--- config.mk ---
export PLATFORM = sky130hd
export DESIGN_NAME = ps2_rx
export DESIGN_NICKNAME = d
export VERILOG_FILES = /design/src/rtl/ps2_rx.sv
export SDC_FILE = /design/constraint.sdc
export NUM_CORES = 1
export LEC_CHECK = 0
export ABC_AREA = 1
export BUFFER_PORTS_ARGS = -buffer_cell sky130_fd_sc_hd__buf_4
export CORE_MARGIN = 3
export CORE_UTILIZATION = 54
export DETAILED_ROUTE_END_ITERATION = 7
export PLACE_DENSITY = 0.86
export SLEW_MARGIN = 20
export SYNTH_ARGS = -nofsm -noshare
export SYNTH_HDL_FRONTEND = slang
export SYNTH_SLANG_ARGS = --single-unit
--- constraint.sdc ---
create_clock -name clk -period 1.6 [get_ports clk]
set_input_delay 0 -clock clk [delete_from_list [all_inputs] [get_ports clk]]
set_output_delay 0 -clock clk [all_outputs]
set_load 0.02 [all_outputs]
--- src/rtl/ps2_rx.sv ---
// rtl/ps2_rx.sv - PS/2 device-to-host receiver producing qualified 8-bit scan codes
module ps2_rx #(
  parameter int FILTER_LEN     = 8,
  parameter int TIMEOUT_CYCLES = 50000
) (
  input  logic       clk,
  input  logic       reset,
  input  logic       ps2c,
  input  logic       ps2d,
  input  logic       rx_en,
  output logic [7:0] scan_data,
  output logic       scan_done_tick,
  output logic       parity_err,
  output logic       frame_err
);

  localparam int TW = $clog2(TIMEOUT_CYCLES + 1);
  localparam logic [TW-1:0] T_LAST = TW'(TIMEOUT_CYCLES - 1);

  localparam logic [1:0] IDLE = 2'd0;
  localparam logic [1:0] DATA = 2'd1;
  localparam logic [1:0] LOAD = 2'd2;

  logic                  c_s1, c_s2, d_s1, d_s2;
  logic [FILTER_LEN-1:0] filt_reg;
  logic                  filt_c_reg, filt_c_next, fall_tick;
  logic [1:0]            state;
  logic [3:0]            n_reg;
  logic [9:0]            b_reg, b_next;
  logic [TW-1:0]         t_reg;

  always_ff @(posedge clk or negedge reset) begin
    if (!reset) begin
      c_s1       <= 1'b1;
      c_s2       <= 1'b1;
      d_s1       <= 1'b1;
      d_s2       <= 1'b1;
      filt_reg   <= '1;
      filt_c_reg <= 1'b1;
    end else begin
      c_s1       <= ps2c;
      c_s2       <= c_s1;
      d_s1       <= ps2d;
      d_s2       <= d_s1;
      filt_reg   <= {filt_reg[FILTER_LEN-2:0], c_s2};
      filt_c_reg <= filt_c_next;
    end
  end

  // Hysteresis: the filtered clock only moves once the whole window agrees.
  always_comb begin
    filt_c_next = filt_c_reg;
    if (&filt_reg)
      filt_c_next = 1'b1;
    else if (~|filt_reg)
      filt_c_next = 1'b0;
  end

  assign fall_tick = filt_c_reg & ~filt_c_next;
  assign b_next    = {d_s2, b_reg[9:1]};

  // The verdict is registered on the stop-bit fall so outputs are valid during LOAD.
  always_ff @(posedge clk or negedge reset) begin
    if (!reset) begin
      state          <= IDLE;
      n_reg          <= 4'd0;
      b_reg          <= 10'd0;
      t_reg          <= '0;
      scan_data      <= 8'h00;
      scan_done_tick <= 1'b0;
      parity_err     <= 1'b0;
      frame_err      <= 1'b0;
    end else begin
      scan_done_tick <= 1'b0;
      parity_err     <= 1'b0;
      frame_err      <= 1'b0;
      case (state)
        IDLE: begin
          t_reg <= '0;
          if (fall_tick && rx_en && !d_s2) begin
            state <= DATA;
            n_reg <= 4'd9;
          end
        end
        DATA: begin
          if (fall_tick) begin
            t_reg <= '0;
            b_reg <= b_next;
            if (n_reg == 4'd0) begin
              state <= LOAD;
              if (!b_next[9])
                frame_err <= 1'b1;
              else if (!(^b_next[8:0]))
                parity_err <= 1'b1;
              else begin
                scan_done_tick <= 1'b1;
                scan_data      <= b_next[7:0];
              end
            end else begin
              n_reg <= n_reg - 4'd1;
            end
          end else if (t_reg == T_LAST) begin
            frame_err <= 1'b1;
            state     <= IDLE;
            t_reg     <= '0;
            b_reg     <= 10'd0;
          end else begin
            t_reg <= t_reg + TW'(1);
          end
        end
        LOAD: begin
          state <= IDLE;
          t_reg <= '0;
        end
        default: state <= IDLE;
      endcase
    end
  end

endmodule

Word-level counts from Yosys, hierarchy flattened
Index checks and enable logic that the tools add are counted. Widths: inputs -> output; s select.

Register bits after elaboration: 56. Bits in writable memories: 0. Logic and storage cells: 73. Bits in latches: 0. Memories: 0. Output and inout bits: 11. Input bits: 5. Bits in read-only memories: 0.

Multiplexer cells: 31. Bitwise gates (word level): 2. Div/mod/pow operators: 0. $lt $le $gt $ge: 0. $add $sub $neg: 2. Shifts and indexed selects: 0. Reduce and logical (&&, ||, !) cells: 16. Equality and inequality tests: 8. Multiply operators: 0.

Operators by type and width (number): $mux 16 (2); $pmux 16 s2 (1); $mux 10 (2); $mux 1 (17); $add 16x1->16 const B (1); $eq 16x16->1 const B (1); $mux 4 (3); $reduce_xor 9->1 (1); $mux 2 (4); $pmux 4 s2 (1); $reduce_and 8->1 (1); $reduce_or 8->1 (1); $ne 2x2->1 const B (3); $ne 3x3->1 const B (2); $reduce_bool 2->1 (3); $reduce_and 5->1 (1); $logic_not 4->1 (1); $pmux 2 s2 (1); $reduce_and 4->1 (1); $sub 4x1->4 const B (1); $reduce_and 3->1 (1); $eq 2x1->1 const B (1); $eq 2x2->1 const B (1); $logic_and 1x1->1 (2); 6 further kinds (6).

Depth between registers and ports, before layout
Depth after elaboration: 9. Gate-level depth with buffers: 12.

Worst setup path after synthesis
Ideal clock, no wire load.

Path type: reg2reg. From: reg n_reg[0]. To: reg scan_data[0]. Data required time: 1483 ps. Arrival time: 1482 ps. Stages on the path, launching flop included: 10. Setup slack: 1 ps. Setup time: 117 ps. Cells stage by stage: dfrtp_1 > inv_1 > ha_1 > nand2_1 > nor2_2 > inv_1 > nor3_4 > nand2_4 > nand2_1 > nand2_1.

Word-level cells in the longest chain between the ends: 2.

RTL lines: start, declared (line 28) `logic [3:0] n_reg;`; start signal, assigned (line 100) `n_reg <= n_reg - 4'd1;`; $logic_not 4->1 (line 89) `if (n_reg == 4'd0) begin`; $reduce_and 5->1 (no line); end signal, assigned (line 97) `scan_data <= b_next[7:0];`; end, declared (line 11) `output logic [7:0] scan_data,`.

Every way passes these cells. A chain may end at the register's enable or synchronous reset.

Worst setup path in the final report
From: reg filt_reg[0]. To: reg scan_data[3].

Word-level cells in the longest chain between the ends: 6.

RTL lines: start, declared (line 25) `logic [FILTER_LEN-1:0] filt_reg;`; start signal, assigned (line 45) `filt_reg <= {filt_reg[FILTER_LEN-2:0], c_s2};`; $reduce_or 8->1 (line 55) `else if (~|filt_reg)`; $mux 1 (line 55); $mux 1 (*) (line 53) `if (&filt_reg)`; $not 1->1 (*) (line 59) `assign fall_tick = filt_c_reg & ~filt_c_next;`; $and 1x1->1 (*) (line 59); $reduce_and 5->1 (no line) (*).

Mark *: on every way between the ends. The rest lies on a longest branch, timed or not.

==> results_dict.tcl <==
set metrics [dict create \
    portBuffers 15 \
    post-route-util 0.7103 \
    p_per_area_nw_per_um2 974.0 \
    timing.rr.end "scan_data[3]" \
    leakage_nw 1.583 \
    syn2layout_area_growth_pct 23.60 \
    dr.pass1.iters 4 \
    synth_edf_count 0 \
    die_area_um2 5626 \
    worst-path-max-fanout 5 \
    worstSetupPathType "flip-flop to flip-flop" \
    largest_register_ffs 16 \
    cts_tree "done" \
    rows 24 \
    totalWireLength_um 5398 \
    timing.final.crit_share 0.9925 \
    clk-insertion-delay-late_ps 310 \
    timing.hold.ws_ps 172.4 \
    grt_pass1_vias 1850 \
    wl_per_cell_um 13.53 \
    routed_via_density 5.303 \
    start_kind "flip-flop" \
    gp_congestion 0.8616 \
    fin_nets 353 \
    min_path_type "input pin to flip-flop" \
    fin_total_pwr_mw 3.095 \
    remaining_drc_errors 0 \
    drive_above_1_share 0.2795 \
    wl_met1_um 2373 \
    antenna_left 0 \
    setup_viol 0 \
    timing_worst_slew_pin_value_ps 661.8 \
    synth_cell_types 28 \
    die_h_um 75.01 \
    cp-end-kind "flip-flop" \
    clockBufferDepth 2 \
    synth.avg_cell_area_um2 8.514 \
    r2r_cells 10 \
    grt_usage 0.1829 \
    synthArstFlopShare 1.000 \
    p_sw_frac 0.2915 \
    ir_drop_uv 847.0 \
    slew_violations 0 \
    antenna_found_initial 0 \
    wl_met3_um 191 \
    run_status "complete, no violations" \
    r2r_start "filt_reg[0]" \
    p_switching_mw 0.9024 \
    syn-num-nets 309 \
    detail_route.iter0.violations 136 \
    cap_violations 0 \
    layout_min_cycle_time_ps 1588 \
    grt_max_degree 56 \
    power_frac_seq 0.529 \
    p_clk_frac 0.271 \
    yosysWarnings 0 \
    yosysSeqAreaShare 0.5416 \
    postSynthCellCount 302 \
    ios 16 \
    cts_max_level 2 \
    clock_sink_count 55 \
    cts_buffers 5 \
    max_slew_margin 0.5588 \
    crit_required_ps 1800 \
    hp-start "rx_en" \
    via_count 2116 \
    fin_worst_skew_ps 12.13 \
    internal_power_mw 2.193 \
    grt_overflow_total 0 \
    fill_cells 312 \
    combinationalPowerShare 0.200 \
    die_x_um 75.01 \
    fin_setup_tns_ps 0 \
    fmax_mhz 629.7 \
    rsz0062_at_grt "true" \
    synth_top_flop_cell "dfrtp_1" \
    synth_area_um2 2571 \
    ys_seq_elements 55 \
    arrival_ps 1790 \
    worst_hold_path.endpoint "state[0]" \
    final_cell_mix "nand2_1 (87), dfrtp_1 (40), inv_1 (34)" \
    core_um2 4474 \
    wl_met2_um 2765 \
    routed.top_layer "met4" \
    grt_pass1_wl_um 7886 \
    start_util 0.5747 \
    cts.clk_slew.worst_paths_ps 90 \
    dpl.hpwl_um 3404 \
    cts_root_buffer "clkbuf_8" \
    holdPathStages 5 \
    ff2ff_setup_slack_ps 10 \
    layout_commonest_cell "nand2_1" \
    hold_violations 0 \
    diodes 0 \
]
[per-stage QoR]
stage,std cells,worst slack (ps),cell area (um2)
floorplan,302,0.8722,2571
CTS,387,13.15,2939
finish,399,11.98,3178
global placement,376,61.89,2804
global route,399,-95.75,3178
detailed placement,376,9.761,2804
[layout make-up]
type	instances	area, um2	share of cell area
flip-flops and latches	55	1395	0.4390
well taps	52	65.06	0.02047
multi-input cells	210	1166	0.3669
inverters	37	138.9	0.04370
clock buffers	8	100.1	0.03150
repair buffers	37	312.8	0.09843
[power by group through the flow]
| stage | Combinational [mW] | Clock, mW | Sequential, mW |
|---|---|---|---|
| 5_1_grt | 0.685 | 0.897 | 1.65 |
| 3_5_place_dp | 0.497 | 0 | 1.66 |
| 6_report | 0.618 | 0.839 | 1.64 |
| 4_1_cts | 0.504 | 0.841 | 1.63 |
| 2_1_floorplan | 0.360 | 0 | 1.64 |
| 3_3_place_gp | 0.478 | 0 | 1.65 |
[critical path: stages (launching register included)]
cell     delay (ps)
dfstp_2         570
nand2_1          60
nor2_1          120
nand2_2          90
buf_6           130
nand4_4          80
nor3_4           60
buf_12          140
buf_6           120
nand3_1          80
nand2_1          50
[cell families after synthesis]
family          share of synthesized area
fa+ha+maj                        0.009731
flops                              0.5416
compound gates                    0.06375
buf+inv                           0.05596
simple gates                       0.2915
xor+xnor                          0.03747
[worst max path at each step]
stage,startpoint,end,slack (ps),cells past startpoint
global placement,filt_reg[0],n_reg[1],60,10
floorplan,n_reg[0],scan_data[0],0.9,9
global route,filt_reg[3],n_reg[0],-100,10
finish,filt_reg[0],scan_data[3],10,10
CTS,filt_reg[3],scan_data[4],10,8
detailed placement,filt_reg[3],n_reg[2],10,10
[routing by layer]
metal  up-vias  track usage
met5         -            0
met4         0      0.06126
met3         8      0.04673
met2        45       0.3017
met1      1007       0.2354
li1       1056            -
[Yosys cell counts (3+ instances only)]
| master | instances | area share |
|---|---|---|
| inv_1 | 35 | 0.051 |
| xnor2_1 | 3 | 0.010 |
| dfstp_2 | 13 | 0.13 |
| nand2_1 | 98 | 0.14 |
| xor2_1 | 8 | 0.027 |
| o21ai_0 | 22 | 0.043 |
| o22ai_1 | 4 | 0.0097 |
| nand3_1 | 28 | 0.054 |
| dfrtp_1 | 42 | 0.41 |
| nor2_1 | 17 | 0.025 |
| nand4_1 | 6 | 0.015 |
| nor3_1 | 4 | 0.0078 |
[timing repair]
| item | CTS | global route |
|---|---|---|
| hold endpoints to repair | 44 | 0 |
| hold buffers | 3 | 0 |
| pin swaps | 0 | 15 |
| gates resized for setup | 1 | 42 |
| cloned | 0 | 1 |
| setup buffers | 0 | 11 |
| endpoints found under the setup margin | 2 | 35 |
No activity file was read; power rests on OpenSTA's default activity.
